$ cat src/rtl/pipe_hazard_ctrl.sv
// pipe_hazard_ctrl
//   Hazard controller for a 5-stage in-order pipeline. Resolves three hazard
//   classes each cycle with fixed priority:
//     data-memory freeze > taken-branch flush > load-use stall.
//   Control outputs are combinational from the current state and inputs.
//   The state, the MEM_WAIT timer, the sticky timeout flag and the optional
//   performance counters are registered.
//
//   State | meaning
//   ------+---------------------------------------------------------------
//   RUN   | normal issue, no hazard carried over
//   LU_ST | one-cycle load-use bubble in flight; inputs evaluated as in RUN
//   MEM_W | data memory busy; pipeline frozen until mem_ready_i
//
// Ports
//   clk_i, rst_i (async, active-low)
//   id_rs1_i, id_rs2_i, id_uses_rs2_i      : ID-stage source operands
//   ex_memread_i, ex_rd_i                  : load in EX and its destination
//   ex_branch_i, ex_zero_i                 : beq in EX and ALU zero flag
//   mem_req_i, mem_ready_i                 : MEM-stage access handshake
//   pc_write_o, pc_sel_o, ifid_write_o, ifid_flush_o, idex_flush_o,
//   exmem_write_o, memwb_bubble_o          : pipeline controls
//   mem_timeout_o                          : sticky, cleared only by reset
//   state_o                                : 00 RUN, 01 LU_STALL, 10 MEM_WAIT
//   stall_cnt_o, flush_cnt_o               : performance counters
//
// Configuration
//   HAZARD_PERF_CNT_EN : when defined, stall_cnt_o counts cycles with
//   pc_write_o=0 and flush_cnt_o counts taken-branch flushes, both
//   saturating. When undefined both ports read 0 and no counters exist.

module pipe_hazard_ctrl #(
  parameter int TIMEOUT_CYC = 255
) (
  input  logic        clk_i,
  input  logic        rst_i,
  input  logic [4:0]  id_rs1_i,
  input  logic [4:0]  id_rs2_i,
  input  logic        id_uses_rs2_i,
  input  logic        ex_memread_i,
  input  logic [4:0]  ex_rd_i,
  input  logic        ex_branch_i,
  input  logic        ex_zero_i,
  input  logic        mem_req_i,
  input  logic        mem_ready_i,
  output logic        pc_write_o,
  output logic        pc_sel_o,
  output logic        ifid_write_o,
  output logic        ifid_flush_o,
  output logic        idex_flush_o,
  output logic        exmem_write_o,
  output logic        memwb_bubble_o,
  output logic        mem_timeout_o,
  output logic [1:0]  state_o,
  output logic [15:0] stall_cnt_o,
  output logic [15:0] flush_cnt_o
);

  localparam logic [1:0] ST_RUN      = 2'b00;
  localparam logic [1:0] ST_LU_STALL = 2'b01;
  localparam logic [1:0] ST_MEM_WAIT = 2'b10;

  localparam logic [7:0] LP_TIMEOUT  = TIMEOUT_CYC[7:0];

  logic [1:0] r_state;
  logic [1:0] w_state_nxt;
  logic [7:0] r_timer;
  logic [7:0] w_timer_inc;
  logic       r_timeout;

  logic       w_freeze;
  logic       w_branch;
  logic       w_rs_match;
  logic       w_load_use;

  // Once in MEM_WAIT the freeze is held purely by mem_ready_i, so a
  // requester that drops mem_req_i early cannot unfreeze the pipe.
  assign w_freeze   = ~mem_ready_i & (mem_req_i | (r_state == ST_MEM_WAIT));
  assign w_branch   = ex_branch_i & ex_zero_i & ~w_freeze;
  assign w_rs_match = (ex_rd_i == id_rs1_i) |
                      (id_uses_rs2_i & (ex_rd_i == id_rs2_i));
  // x0 is hard-wired zero, so a load to it can never produce a hazard.
  assign w_load_use = ~w_freeze & ~w_branch & ex_memread_i &
                      (ex_rd_i != 5'd0) & w_rs_match;

  // Every control output is gated by rst_i so reset takes effect at once,
  // without waiting for a clock edge.
  always_comb begin
    pc_write_o     = rst_i & ~w_freeze & ~w_load_use;
    pc_sel_o       = rst_i & w_branch;
    ifid_write_o   = rst_i & ~w_freeze & ~w_load_use;
    ifid_flush_o   = rst_i & w_branch;
    idex_flush_o   = rst_i & (w_branch | w_load_use);
    exmem_write_o  = rst_i & ~w_freeze;
    memwb_bubble_o = rst_i & w_freeze;
  end

  always_comb begin
    w_state_nxt = ST_RUN;
    if (w_freeze) begin
      w_state_nxt = ST_MEM_WAIT;
    end else if (w_load_use) begin
      w_state_nxt = ST_LU_STALL;
    end
  end

  assign w_timer_inc = (r_timer == 8'hFF) ? r_timer : (r_timer + 8'd1);

  always_ff @(posedge clk_i or negedge rst_i) begin
    if (!rst_i) begin
      r_state   <= ST_RUN;
      r_timer   <= 8'd0;
      r_timeout <= 1'b0;
    end else begin
      r_state <= w_state_nxt;
      if (w_freeze) begin
        r_timer <= w_timer_inc;
        if (w_timer_inc == LP_TIMEOUT) begin
          r_timeout <= 1'b1;
        end
      end else begin
        r_timer <= 8'd0;
      end
    end
  end

  assign state_o       = r_state;
  assign mem_timeout_o = r_timeout;

`ifdef HAZARD_PERF_CNT_EN
  logic [15:0] r_stall_cnt;
  logic [15:0] r_flush_cnt;

  always_ff @(posedge clk_i or negedge rst_i) begin
    if (!rst_i) begin
      r_stall_cnt <= 16'd0;
      r_flush_cnt <= 16'd0;
    end else begin
      if ((w_freeze | w_load_use) && (r_stall_cnt != 16'hFFFF)) begin
        r_stall_cnt <= r_stall_cnt + 16'd1;
      end
      if (w_branch && (r_flush_cnt != 16'hFFFF)) begin
        r_flush_cnt <= r_flush_cnt + 16'd1;
      end
    end
  end

  assign stall_cnt_o = r_stall_cnt;
  assign flush_cnt_o = r_flush_cnt;
`else
  assign stall_cnt_o = 16'd0;
  assign flush_cnt_o = 16'd0;
`endif

endmodule

$ cat config.mk
export PLATFORM = sky130hd
export DESIGN_NAME = pipe_hazard_ctrl
export DESIGN_NICKNAME = d
export VERILOG_FILES = /design/src/rtl/pipe_hazard_ctrl.sv
export SDC_FILE = /design/constraint.sdc
export NUM_CORES = 1
export LEC_CHECK = 0
export BUFFER_PORTS_ARGS = -buffer_cell sky130_fd_sc_hd__buf_4
export CAP_MARGIN = 15
export CORE_ASPECT_RATIO = 1.2
export CORE_UTILIZATION = 45
export CTS_CLUSTER_DIAMETER = 80
export DETAILED_ROUTE_END_ITERATION = 10
export PLACE_DENSITY = 0.85
export SLEW_MARGIN = 20
export SYNTH_ARGS = -nofsm -noshare
export SYNTH_HDL_FRONTEND = slang
export SYNTH_SLANG_ARGS = --single-unit
export TNS_END_PERCENT = 20
$ cat constraint.sdc
create_clock -name clk_i -period 3.5 [get_ports clk_i]
set_clock_uncertainty 0.1 [all_clocks]
set_input_delay 0.7 -clock clk_i [delete_from_list [all_inputs] [get_ports clk_i]]
set_output_delay 0.7 -clock clk_i [all_outputs]
set_load 0.005 [all_outputs]
==> out/results.tsv, run 1 <==
stage	metric	value	unit
synthesis	mux contribution to synthesized area	0.0103	
grt	first-pass GRT wire length	2800	um
clock_network	PostCTS Resize Cnt	0	
timing	hold_ws	0.157	ns
layout	fraction of layout cells with a size suffix above 1	0.247	
placement	Placer Congestion	0.765	
clock_network	clk_lat worst skew	0.27	ns
outcome	run status	finished clean	
routing	Via density	4.57	
setup_path	RR Endpoint	mem_timeout_o	
placement	placed inst area	0.00110	mm2
clock_network	H-tree levels	1	
job	number of max-cap violations	0	
clock_network	cts hold-fix bufs	0	
synthesis	post-synthesis xor/xnor area fraction	0.108	
synthesis	cells after synthesis	115	
setup_path	critical-path cell list	buf_4 > xor2_1 > nor4_1 > a32oi_1 > o311a_1 > buf_4	
floorplan	initial cell density of the core	0.474	
routing	DR WL/cell	10.6	um
synthesis	fraction of the mapped netlist area in compound gates	0.106	
clock_network	clock transition at the registers of the reported paths	0.07	ns
layout	number of fill cells	194	
setup_path	R2R cell count	5	
layout	n_diodes	0	
floorplan	height of the die	52.9	um
placement	IO buf count	32	
clock_network	Clock Tree Buf Depth	2	
timing	Slew Limit Fails	0	
layout	design area	0.00113	mm2
timing	final worst slack	0.741	ns
setup_path	Crit path max-delay family	compound AO/OA/AOI/OAI gates	
floorplan	I/O pins	65	
setup_path	crit-path most repeated cell	buf_4	
grt	all-layer global routing usage	0.168	
synthesis	FFs w/ async S/R, synth	1.00	
setup_path	crit path from	ex_rd_i[4]	
timing	fmax	362	MHz
synthesis	top-count cell post-synth	buf_4	
timing	Fin Setup TNS	0	ns
synthesis	Yosys reg bits	11	
synthesis	Synth top cells by count	buf_4 (35), dfrtp_1 (11), xor2_1 (10), nand2_1 (9), inv_1 (7)	
setup_path	worst setup path endpoint	pc_write_o	
routing	DRC viols	0	
routing	DRT antenna net count	0	
timing	RSZ-0062 raised after global routing	false	
clock_network	clk sink count	11	
synthesis	Adder-Cell Fraction of Synth Area	0.0129	
layout	nets	171	
grt	met3 Track Usage GR	0.0205	
grt	vias in the first global route	733	
setup_path	Worst setup EP type	output port	
setup_path	Bufs and invs on worst path	2	
synthesis	Yosys top cell area share	0.283	
clock_network	CTS Buf Count	3	
setup_path	WS Path Type	input pin to output port	
grt	largest net degree at the start of global routing	16	
setup_path	reg2reg start	r_timer[0]	
setup_path	slowest stage cell, crit path	o311a_1	
synthesis	simple-gate portion of the synthesized area	0.175	
synthesis	register area share after synthesis	0.283	
placement	pre-CTS WS	0.731	ns
layout	Cell Count, Final, Fillers Out	176	
floorplan	DIE WIDTH	44.4	um
timing	Tmin final	2.76	ns
layout	multi-input logic area	520	um2
routing	DR vias	804	
synthesis	synthesized area per cell	8.45	um2
worst_hold_path	min-delay worst type	input pin to asynchronous set/reset pin	
synthesis	largest family of logic cells by synthesized area	buffers and inverters	
timing	final setup fails	0	
setup_path	Slowest Stage Delay on Critical Path	0.38	ns
placement	dpl cells	172	
setup_path	WP data required	2.70	ns
routing	final WL	1870	um
power_and_ir_drop	Worst IR Drop VDD	0.149	mV
setup_path	worst-path fanout max	3	
routing	Detailed Route Iter0 Violations	18	
synthesis	Post-synth EDFFs	0	
setup_path	R2R setup slack	1.60	ns
layout	Syn-to-layout area delta	15.8	%
setup_path	startpoint types	input pin	
routing	TritonRoute pass-1 iters	4	
floorplan	FP Rows	18	
clock_network	CTS tree	built	
floorplan	Core Area	0.00205	mm2
timing	max_slew headroom	0.475	
power_and_ir_drop	Power Dens Cells	257	mW/mm2
synthesis	dominant cell type by area after synthesis	dfrtp_1	
synthesis	synth warn	0	
grt	grt met2 use	0.326	
synthesis	top_reg_cell synth	dfrtp_1	
clock_network	Post-CTS Setup Bufs	0	
setup_path	arrival time worst endpoint	1.96	ns
synthesis	Area contributors post-synth	dfrtp_1 (28%), buf_4 (27%), xor2_1 (9.0%)	
power_and_ir_drop	Leakage	0.000600	uW
grt	antenna violations before repair	0	
timing	worst-margin pin slew	0.786	ns
placement	HPWL Detailed	1550	um
synthesis	Synth cell types	34	
synthesis	mapped cell area	972	um2
clock_network	root buffer cell	clkbuf_4	
layout	register area	275	um2
floorplan	Die Footprint	0.00235	mm2
timing	fin crit share	0.788	
grt	M1 GR Usage	0.150	
timing	final hold violation count	0	
grt	grt peak-use layer	met2	
grt	GRT overflow	0	
setup_path	critical path depth in cells	6	
==> state kept, by name, summed over array words and instances (netlist names) <==
| register | cells |
|---|---|
| state_o | 2 |
| mem_timeout_o | 1 |
| r_timer | 8 |
==> logic make-up (layout without fill, tap and decap cells) <==
family	after synthesis	after routing
flops	11	11
other cells	1	32
mux	1	1
fa+ha+maj	1	1
buf+inv	43	43
xor+xnor	12	12
simple gates	32	32
compound gates	14	14
==> through the flow <==
stage | power, uW | util
floorplan | 193 | -
global placement | 201 | 0.537
detailed placement | 203 | 0.537
CTS | 293 | 0.549
global route | 307 | 0.549
finish | 289 | 0.549
==> routing by layer <==
metal	vias up	wire, um
li1	384	-
met3	7	134
met5	-	0
met4	0	68
met2	50	1040
met1	363	634
==> final cells by class <==
| class | count | share of cell area |
|---|---|---|
| multi-input cells | 92 | 0.462 |
| flip-flops and latches | 11 | 0.244 |
| repair buffers | 32 | 0.213 |
| well taps | 30 | 0.0333 |
| clock buffers | 4 | 0.0233 |
| inverters | 7 | 0.0233 |
==> worst reg2reg max path, delay by kind of cell, from the launching register on <==
family          cells  cell delay, ns
compound gates      1            0.23
fa+ha+maj           1            0.28
flops               1            0.43
simple gates        3            0.77
==> power breakdown <==
part           internal, uW  switching (uW)  total, uW
Sequential              130            2.67        133
Clock                  44.2            44.3       88.5
Combinational          33.6            34.6       68.2
Total                   208            81.5        289
==> placed cells by master, fill, tap and decap left out, types with 2 or more instances in the layout <==
master / count
nor2_1: 5
a31oi_1: 4
dfrtp_1: 11
nor4_1: 2
a21oi_1: 2
and4_1: 2
nand3_1: 2
buf_4: 32
xnor2_1: 2
inv_1: 7
nor3_1: 2
nand2_1: 9
xor2_1: 10
clkbuf_4: 3
conb_1: 32
nand2b_1: 2
==> worst min path at each step <==
| stage | start | end | slack (ns) | cells past startpoint |
|---|---|---|---|---|
| 2_1_floorplan | rst_i | mem_timeout_o | 0.30 | 0 |
| 3_3_place_gp | mem_timeout_o | mem_timeout_o | 0.35 | 2 |
| 3_5_place_dp | mem_timeout_o | mem_timeout_o | 0.36 | 2 |
| 4_1_cts | rst_i | r_timer[3] | 0.15 | 1 |
| 5_1_grt | rst_i | r_timer[3] | 0.16 | 1 |
| 6_report | rst_i | r_timer[3] | 0.16 | 1 |
No activity file was read; power rests on OpenSTA's default activity.
==> run 2: changes to the inputs <==
--- a/config.mk
+++ b/config.mk
@@ -5,13 +5,14 @@
 export SDC_FILE = /design/constraint.sdc
 export NUM_CORES = 1
 export LEC_CHECK = 0
+export ABC_AREA = 1
 export BUFFER_PORTS_ARGS = -buffer_cell sky130_fd_sc_hd__buf_4
 export CAP_MARGIN = 15
 export CORE_ASPECT_RATIO = 1.2
-export CORE_UTILIZATION = 45
+export CORE_UTILIZATION = 44
 export CTS_CLUSTER_DIAMETER = 80
 export DETAILED_ROUTE_END_ITERATION = 10
-export PLACE_DENSITY = 0.85
+export PLACE_DENSITY = 0.81
 export SLEW_MARGIN = 20
 export SYNTH_ARGS = -nofsm -noshare
 export SYNTH_HDL_FRONTEND = slang
==> constraint.sdc (replaced) <==
create_clock -name clk_i -period 2.8 [get_ports clk_i]
set_clock_uncertainty 0.1 [all_clocks]
set_input_delay 0.56 -clock clk_i [delete_from_list [all_inputs] [get_ports clk_i]]
set_output_delay 0.56 -clock clk_i [all_outputs]
set_load 0.005 [all_outputs]
==> run 2 against run 1 <==
  * Global-route usage down 0.084 points
  * Combinational power up 36%
  * Core utilization down 0.43 points
  * Cell area up 13%
  * Sequential power up 25%
==> out/results.tsv, run 2 <==
stage	metric	value	unit	change
setup_path	arrival time worst endpoint	1.49	ns	was 1.96 ns
floorplan	DIE WIDTH	47.9	um	was 44.4 um
layout	n_diodes	0		unchanged
setup_path	worst-path fanout max	3		unchanged
layout	Biggest register	r_timer		unchanged
routing	final WL	2020	um	was 1870 um
setup_path	slowest stage cell, crit path	a21boi_1		was o311a_1
layout	nets	215		was 171
clock_network	clk sink count	11		unchanged
clock_network	CTS tree	built		unchanged
layout	fraction of layout cells with a size suffix above 1	0.253		was 0.247
timing	final setup fails	0		unchanged
timing	final worst slack	0.651	ns	was 0.741 ns
floorplan	I/O pins	65		unchanged
synthesis	synthesized area per cell	7.04	um2	was 8.45 um2
clock_network	clk_lat worst skew	0.26	ns	was 0.27 ns
power_and_ir_drop	Power Dens Cells	290	mW/mm2	was 257 mW/mm2
clock_network	H-tree levels	1		unchanged
setup_path	crit-path most repeated cell	buf_4		unchanged
setup_path	startpoint types	input pin		unchanged
outcome	run status	finished clean		unchanged
synthesis	Yosys top cell area share	0.247		was 0.283
layout	multi-input logic area	618	um2	was 520 um2
setup_path	critical-path cell list	buf_4 > o21bai_1 > nand2_1 > inv_1 > nor2_1 > a21boi_1 > buf_4		was buf_4 > xor2_1 > nor4_1 > a32oi_1 > o311a_1 > buf_4
layout	Syn-to-layout area delta	14.2	%	was 15.8%
job	number of max-cap violations	0		unchanged
setup_path	Worst setup EP type	output port		unchanged
floorplan	Die Footprint	0.00273	mm2	was 0.00235 mm2
setup_path	WS Path Type	input pin to output port		unchanged
grt	vias in the first global route	827		was 733
floorplan	FP Rows	19		was 18
clock_network	Clock Tree Buf Depth	2		unchanged
clock_network	cts hold-fix bufs	0		unchanged
synthesis	top-count cell post-synth	buf_4		unchanged
synthesis	top_reg_cell synth	dfrtp_1		unchanged
clock_network	Post-CTS Setup Bufs	0		unchanged
setup_path	WP data required	2.14	ns	was 2.70 ns
synthesis	dominant cell type by area after synthesis	dfrtp_1		unchanged
clock_network	CTS Buf Count	3		unchanged
layout	max FFs per register	8		unchanged
synthesis	Area contributors post-synth	dfrtp_1 (25%), buf_4 (23%), nand2_1 (9.8%)		was dfrtp_1 (28%), buf_4 (27%), xor2_1 (9.0%)
synthesis	mapped cell area	0.00111	mm2	was 972 um2
worst_hold_path	min-delay worst type	input pin to asynchronous set/reset pin		unchanged
placement	pre-CTS WS	0.643	ns	was 0.731 ns
layout	register area	275	um2	unchanged
synthesis	FFs w/ async S/R, synth	1.00		unchanged
grt	all-layer global routing usage	0.167		was 0.168
floorplan	Core Area	0.00233	mm2	was 0.00205 mm2
routing	DR WL/cell	9.12	um	was 10.6 um
placement	Placer Congestion	0.804		was 0.765
placement	HPWL Detailed	1720	um	was 1550 um
clock_network	PostCTS Resize Cnt	0		unchanged
synthesis	Synth top cells by count	buf_4 (34), nand2_1 (29), inv_1 (16), nor2_1 (16), nand3_1 (12)		was buf_4 (35), dfrtp_1 (11), xor2_1 (10), nand2_1 (9), inv_1 (7)
setup_path	Slowest Stage Delay on Critical Path	0.22	ns	was 0.38 ns
timing	Tmin final	2.15	ns	
clock_network	root buffer cell	clkbuf_4		unchanged
routing	DR vias	932		was 804
power_and_ir_drop	Leakage	0.000710	uW	was 0.000600 uW
routing	Detailed Route Iter0 Violations	14		was 18
layout	commonest non-fill, non-tap cell in the layout	buf_4		
timing	RSZ-0062 raised after global routing	false		unchanged
synthesis	synth warn	0		unchanged
synthesis	Post-synth EDFFs	0		unchanged
power_and_ir_drop	Worst IR Drop VDD	0.220	mV	was 0.149 mV
routing	TritonRoute pass-1 iters	4		unchanged
layout	most frequent cells in the layout	buf_4 (33), conb_1 (32), nand2_1 (29), inv_1 (16), nor2_1 (16)		was conb_1 (32), buf_4 (32), dfrtp_1 (11), xor2_1 (10), nand2_1 (9)
timing	fmax	465	MHz	
synthesis	register area share after synthesis	0.247		was 0.283
timing	Slew Limit Fails	0		unchanged
synthesis	Synth cell types	25		was 34
placement	IO buf count	32		unchanged
clock_network	clock transition at the registers of the reported paths	0.07	ns	about the same
timing	fin crit share	0.768		
grt	first-pass GRT wire length	3330	um	was 2800 um
routing	Via density	4.22		was 4.57
grt	antenna violations before repair	0		unchanged
timing	final hold violation count	0		unchanged
layout	number of fill cells	253		was 194
grt	GRT overflow	0		unchanged
routing	DRT antenna net count	0		unchanged
synthesis	cells after synthesis	158		was 115
floorplan	height of the die	57.1	um	was 52.9 um
grt	largest net degree at the start of global routing	14		was 16
synthesis	Yosys reg bits	11		unchanged
floorplan	initial cell density of the core	0.477		was 0.474
routing	DRC viols	0		unchanged
timing	Fin Setup TNS	0	ns	unchanged
run 2: cell type report:
class,count,share of cell area
inverter,17,0.0502
multi-input combinational,125,0.487
timing repair buffer,33,0.195
clock buffer,4,0.0207
tap,31,0.0305
sequential,11,0.217
run 2: logic make-up after synthesis:
group                      share of synthesized area
and+or+nand+nor                                0.317
buffers and inverters                          0.301
DFF                                            0.247
AOI/OAI and AO/OA                             0.0484
xor gates and xnor gates                      0.0709
adders and majority gates                     0.0112
other                                        0.00337
run 2: stage by stage:
step	power [uW]	std cells	instance area, um2	hold WS [ns]	utilization
2_1_floorplan	248	189	1230	0.164	-
3_3_place_gp	260	217	1240	0.309	0.534
3_5_place_dp	262	217	1240	0.311	0.534
4_1_cts	370	221	1270	0.0228	0.545
5_1_grt	389	221	1270	0.0246	0.545
6_report	368	221	1270	0.0241	0.545
run 2: power by group:
group	internal, uW	switching, uW	leakage (uW)	total, uW
registers	162	3.54	0.000145	166
logic	44.7	48.1	0.000549	92.8
clock network	55.0	54.0	0.0000150	109
run 2: metal layers:
layer / vias to the layer above / track usage / share of wire
met4: 0 / 0.0794 / 0.017
met3: 4 / 0.0222 / 0.054
li1: 481 / - / -
met1: 414 / 0.210 / 0.40
met2: 33 / 0.270 / 0.53
met5: - / 0 / 0
run 2: final timing paths:
check                                   start            end  slack (ns)  cells past startpoint
worst max register to register     r_timer[0]  mem_timeout_o        1.13                     11
worst max-delay path                mem_req_i   ifid_write_o        0.65                      7
worst min-delay path                    rst_i     r_timer[0]        0.02                      1
min in group clk_i              mem_timeout_o  mem_timeout_o        0.38                      2
max in group asynchronous               rst_i     state_o[1]        2.42                      1
worst min register to register  mem_timeout_o  mem_timeout_o        0.38                      2
run 2: worst max-delay path, delay by kind of cell:
kind	cells	cell delay (ns)
buf+inv	3	0.30
compound gates	2	0.36
simple gates	2	0.26
==> run 3: changes to the inputs <==
--- a/config.mk
+++ b/config.mk
@@ -5,14 +5,14 @@
 export SDC_FILE = /design/constraint.sdc
 export NUM_CORES = 1
 export LEC_CHECK = 0
-export ABC_AREA = 1
+export ABC_AREA = 0
 export BUFFER_PORTS_ARGS = -buffer_cell sky130_fd_sc_hd__buf_4
 export CAP_MARGIN = 15
 export CORE_ASPECT_RATIO = 1.2
-export CORE_UTILIZATION = 44
+export CORE_UTILIZATION = 37
 export CTS_CLUSTER_DIAMETER = 80
 export DETAILED_ROUTE_END_ITERATION = 10
-export PLACE_DENSITY = 0.81
+export PLACE_DENSITY = 0.75
 export SLEW_MARGIN = 20
 export SYNTH_ARGS = -nofsm -noshare
 export SYNTH_HDL_FRONTEND = slang
==> constraint.sdc (replaced) <==
create_clock -name clk_i -period 1.75 [get_ports clk_i]
set_clock_uncertainty 0.1 [all_clocks]
set_input_delay 0.35 -clock clk_i [delete_from_list [all_inputs] [get_ports clk_i]]
set_output_delay 0.35 -clock clk_i [all_outputs]
set_load 0.005 [all_outputs]
==> run 3 against run 2 <==
  * The run now ends with negative setup slack left
  * Power grew 70%
  * Routed wire length grew 4.2%
  * Worst hold slack improved by 0.27 ns
  * Combinational power is 100% higher
  * Clock-buffer cell count unchanged
  * Core utilization fell by 1.9 points
  * Clock power increased by 61%
  * Critical endpoint unchanged
  * Largest cell class unchanged
==> out/results.tsv, run 3 (synthesis gave the netlist of run 1 again) <==
stage	metric	value	unit	change
outcome	run status	finished with violations		was finished clean
outcome	failing checks	negative setup slack		
layout	nets	189		was 215
setup_path	Slowest Stage Delay on Critical Path	0.34	ns	was 0.22 ns
floorplan	DIE WIDTH	48.8	um	was 47.9 um
setup_path	Bufs and invs on worst path	2		was 3
routing	DRC viols	0		unchanged
setup_path	WS Path Type	input pin to output port		unchanged
floorplan	FP Rows	20		was 19
floorplan	height of the die	58.2	um	was 57.1 um
placement	Placer Congestion	0.893		was 0.804
placement	IO buf count	32		unchanged
timing	fmax	507	MHz	
setup_path	slowest stage cell, crit path	o311a_1		was a21boi_1
clock_network	Clock Tree Buf Depth	2		unchanged
routing	TritonRoute pass-1 iters	4		unchanged
power_and_ir_drop	Power Dens Cells	474	mW/mm2	was 290 mW/mm2
setup_path	startpoint types	input pin		unchanged
worst_hold_path	WHS Path Cells	4		
routing	Via density	4.51		was 4.22
power_and_ir_drop	Leakage	0.000687	uW	was 0.000710 uW
setup_path	Worst setup EP type	output port		unchanged
routing	DR WL/cell	10.7	um	was 9.12 um
grt	largest net degree at the start of global routing	12		was 14
power_and_ir_drop	Final Power	624	uW	was 368 uW
power_and_ir_drop	Worst IR Drop VDD	0.292	mV	was 0.220 mV
setup_path	Crit path max-delay family	compound AO/OA/AOI/OAI gates		unchanged
setup_path	critical-path cell list	buf_6 > xor2_2 > nor4_2 > a32oi_1 > o311a_1 > buf_4		was buf_4 > o21bai_1 > nand2_1 > inv_1 > nor2_1 > a21boi_1 > buf_4
clock_network	clk_lat worst skew	0.27	ns	was 0.26 ns
timing	final setup fails	5		was 0
timing	final hold violation count	0		unchanged
setup_path	arrival time worst endpoint	1.52	ns	was 1.49 ns
timing	worst-margin pin slew	0.503	ns	
layout	commonest non-fill, non-tap cell in the layout	buf_4		unchanged
layout	fraction of layout cells with a size suffix above 1	0.372		was 0.253
layout	Syn-to-layout area delta	35.4	%	was 14.2%
setup_path	RR Endpoint	mem_timeout_o		unchanged
clock_network	H-tree levels	1		unchanged
floorplan	initial cell density of the core	0.388		was 0.477
timing	Fin Setup TNS	-0.813	ns	was 0 ns
grt	all-layer global routing usage	0.155		was 0.167
setup_path	reg2reg start	r_timer[0]		unchanged
setup_path	critical path depth in cells	6		was 7
worst_hold_path	Hold EP	state_o[0]		
layout	Biggest register	r_timer		unchanged
routing	Detailed Route Iter0 Violations	14		unchanged
worst_hold_path	min-delay worst type	input pin to register		was input pin to asynchronous set/reset pin
timing	Slew Limit Fails	0		unchanged
floorplan	Die Footprint	0.00284	mm2	was 0.00273 mm2
setup_path	worst-path fanout max	3		unchanged
clock_network	root buffer cell	clkbuf_4		unchanged
routing	DRT antenna net count	0		unchanged
layout	register area	275	um2	unchanged
worst_hold_path	hold path startpoint	ex_zero_i		
placement	pre-CTS WS	-0.291	ns	was 0.643 ns
layout	n_diodes	0		unchanged
floorplan	I/O pins	65		unchanged
layout	most frequent cells in the layout	buf_4 (47), conb_1 (32), dfrtp_1 (11), xor2_1 (9), nand2_1 (8)		was buf_4 (33), conb_1 (32), nand2_1 (29), inv_1 (16), nor2_1 (16)
clock_network	CTS tree	built		unchanged
setup_path	R2R cell count	5		was 11
timing	fin crit share	1.13		
timing	Tmin final	1.97	ns	
layout	max FFs per register	8		unchanged
routing	final WL	2100	um	was 2020 um
layout	number of fill cells	240		was 253
grt	first-pass GRT wire length	3370	um	was 3330 um
floorplan	Core Area	0.00250	mm2	was 0.00233 mm2
timing	max_slew headroom	0.664		
grt	vias in the first global route	853		was 827
timing	RSZ-0062 raised after global routing	true		was false
clock_network	CTS Buf Count	3		unchanged
routing	DR vias	889		was 932
job	number of max-cap violations	0		unchanged
setup_path	WP data required	1.30	ns	was 2.14 ns
placement	HPWL Detailed	1730	um	was 1720 um
setup_path	R2R setup slack	0.04	ns	was 1.13 ns
clock_network	clk sink count	11		unchanged
layout	multi-input logic area	562	um2	was 618 um2
timing	final worst slack	-0.222	ns	was 0.651 ns
grt	antenna violations before repair	0		unchanged
clock_network	clock transition at the registers of the reported paths	0.07	ns	about the same
grt	GRT overflow	0		unchanged
==> run 3: final cells by class <==
cell class                      count  area share
Timing Repair Buffer               50       0.293
Inverter                            7      0.0200
Tap cell                           33      0.0314
Multi-Input combinational cell     92       0.427
Sequential cell                    11       0.209
Clock buffer                        4      0.0200
==> run 3: routing by layer <==
| layer | vias up | GRT usage | part of all wire |
|---|---|---|---|
| li1 | 418 | - | - |
| met1 | 410 | 0.157 | 0.36 |
| met2 | 53 | 0.306 | 0.55 |
| met3 | 8 | 0.0236 | 0.064 |
| met4 | 0 | 0.0798 | 0.023 |
| met5 | - | 0 | 0 |
==> run 3: where the power goes <==
part	switching (uW)	total [uW]	internal [uW]
clock network	87.1	176	88.5
logic	85.2	186	101
registers	3.27	263	260
total	176	624	449
==> run 3: stage by stage <==
stage	cell area, um2	hold slack [ns]	utilization	instances
4_1_cts	1290	0.276	0.518	197
3_3_place_gp	1220	0.221	0.489	191
5_1_grt	1320	0.334	0.526	197
6_report	1320	0.296	0.526	197
3_5_place_dp	1220	0.219	0.489	191
2_1_floorplan	1090	-0.0456	-	146
==> run 3: timing repair <==
action                                  CTS  global route
endpoints found under the setup margin    8             8
endpoints found under the hold margin    11             0
gates cloned                              0             0
hold buffers                              1             0
pin swaps                                 6             2
resized for setup                         8             4
setup buffers                             1             0
==> run 3: worst max-delay path by stage <==
stage	startpoint	endpoint	slack [ns]
CTS	id_rs2_i[1]	ifid_write_o	-0.25
global placement	ex_rd_i[4]	pc_write_o	-0.27
detailed placement	ex_rd_i[4]	ifid_write_o	-0.29
global route	id_rs2_i[1]	ifid_write_o	-0.29
floorplan	ex_rd_i[4]	pc_write_o	-0.10
finish	id_rs2_i[1]	ifid_write_o	-0.22
==> run 3: worst reg2reg max path: cells and delay by family (launching register included) <==
family                   cells  cell delay (ns)
AND/OR/NAND/NOR              3             0.68
AO/OA/AOI/OAI                1             0.24
flip-flops                   1             0.39
adder cells (fa/ha/maj)      1             0.22
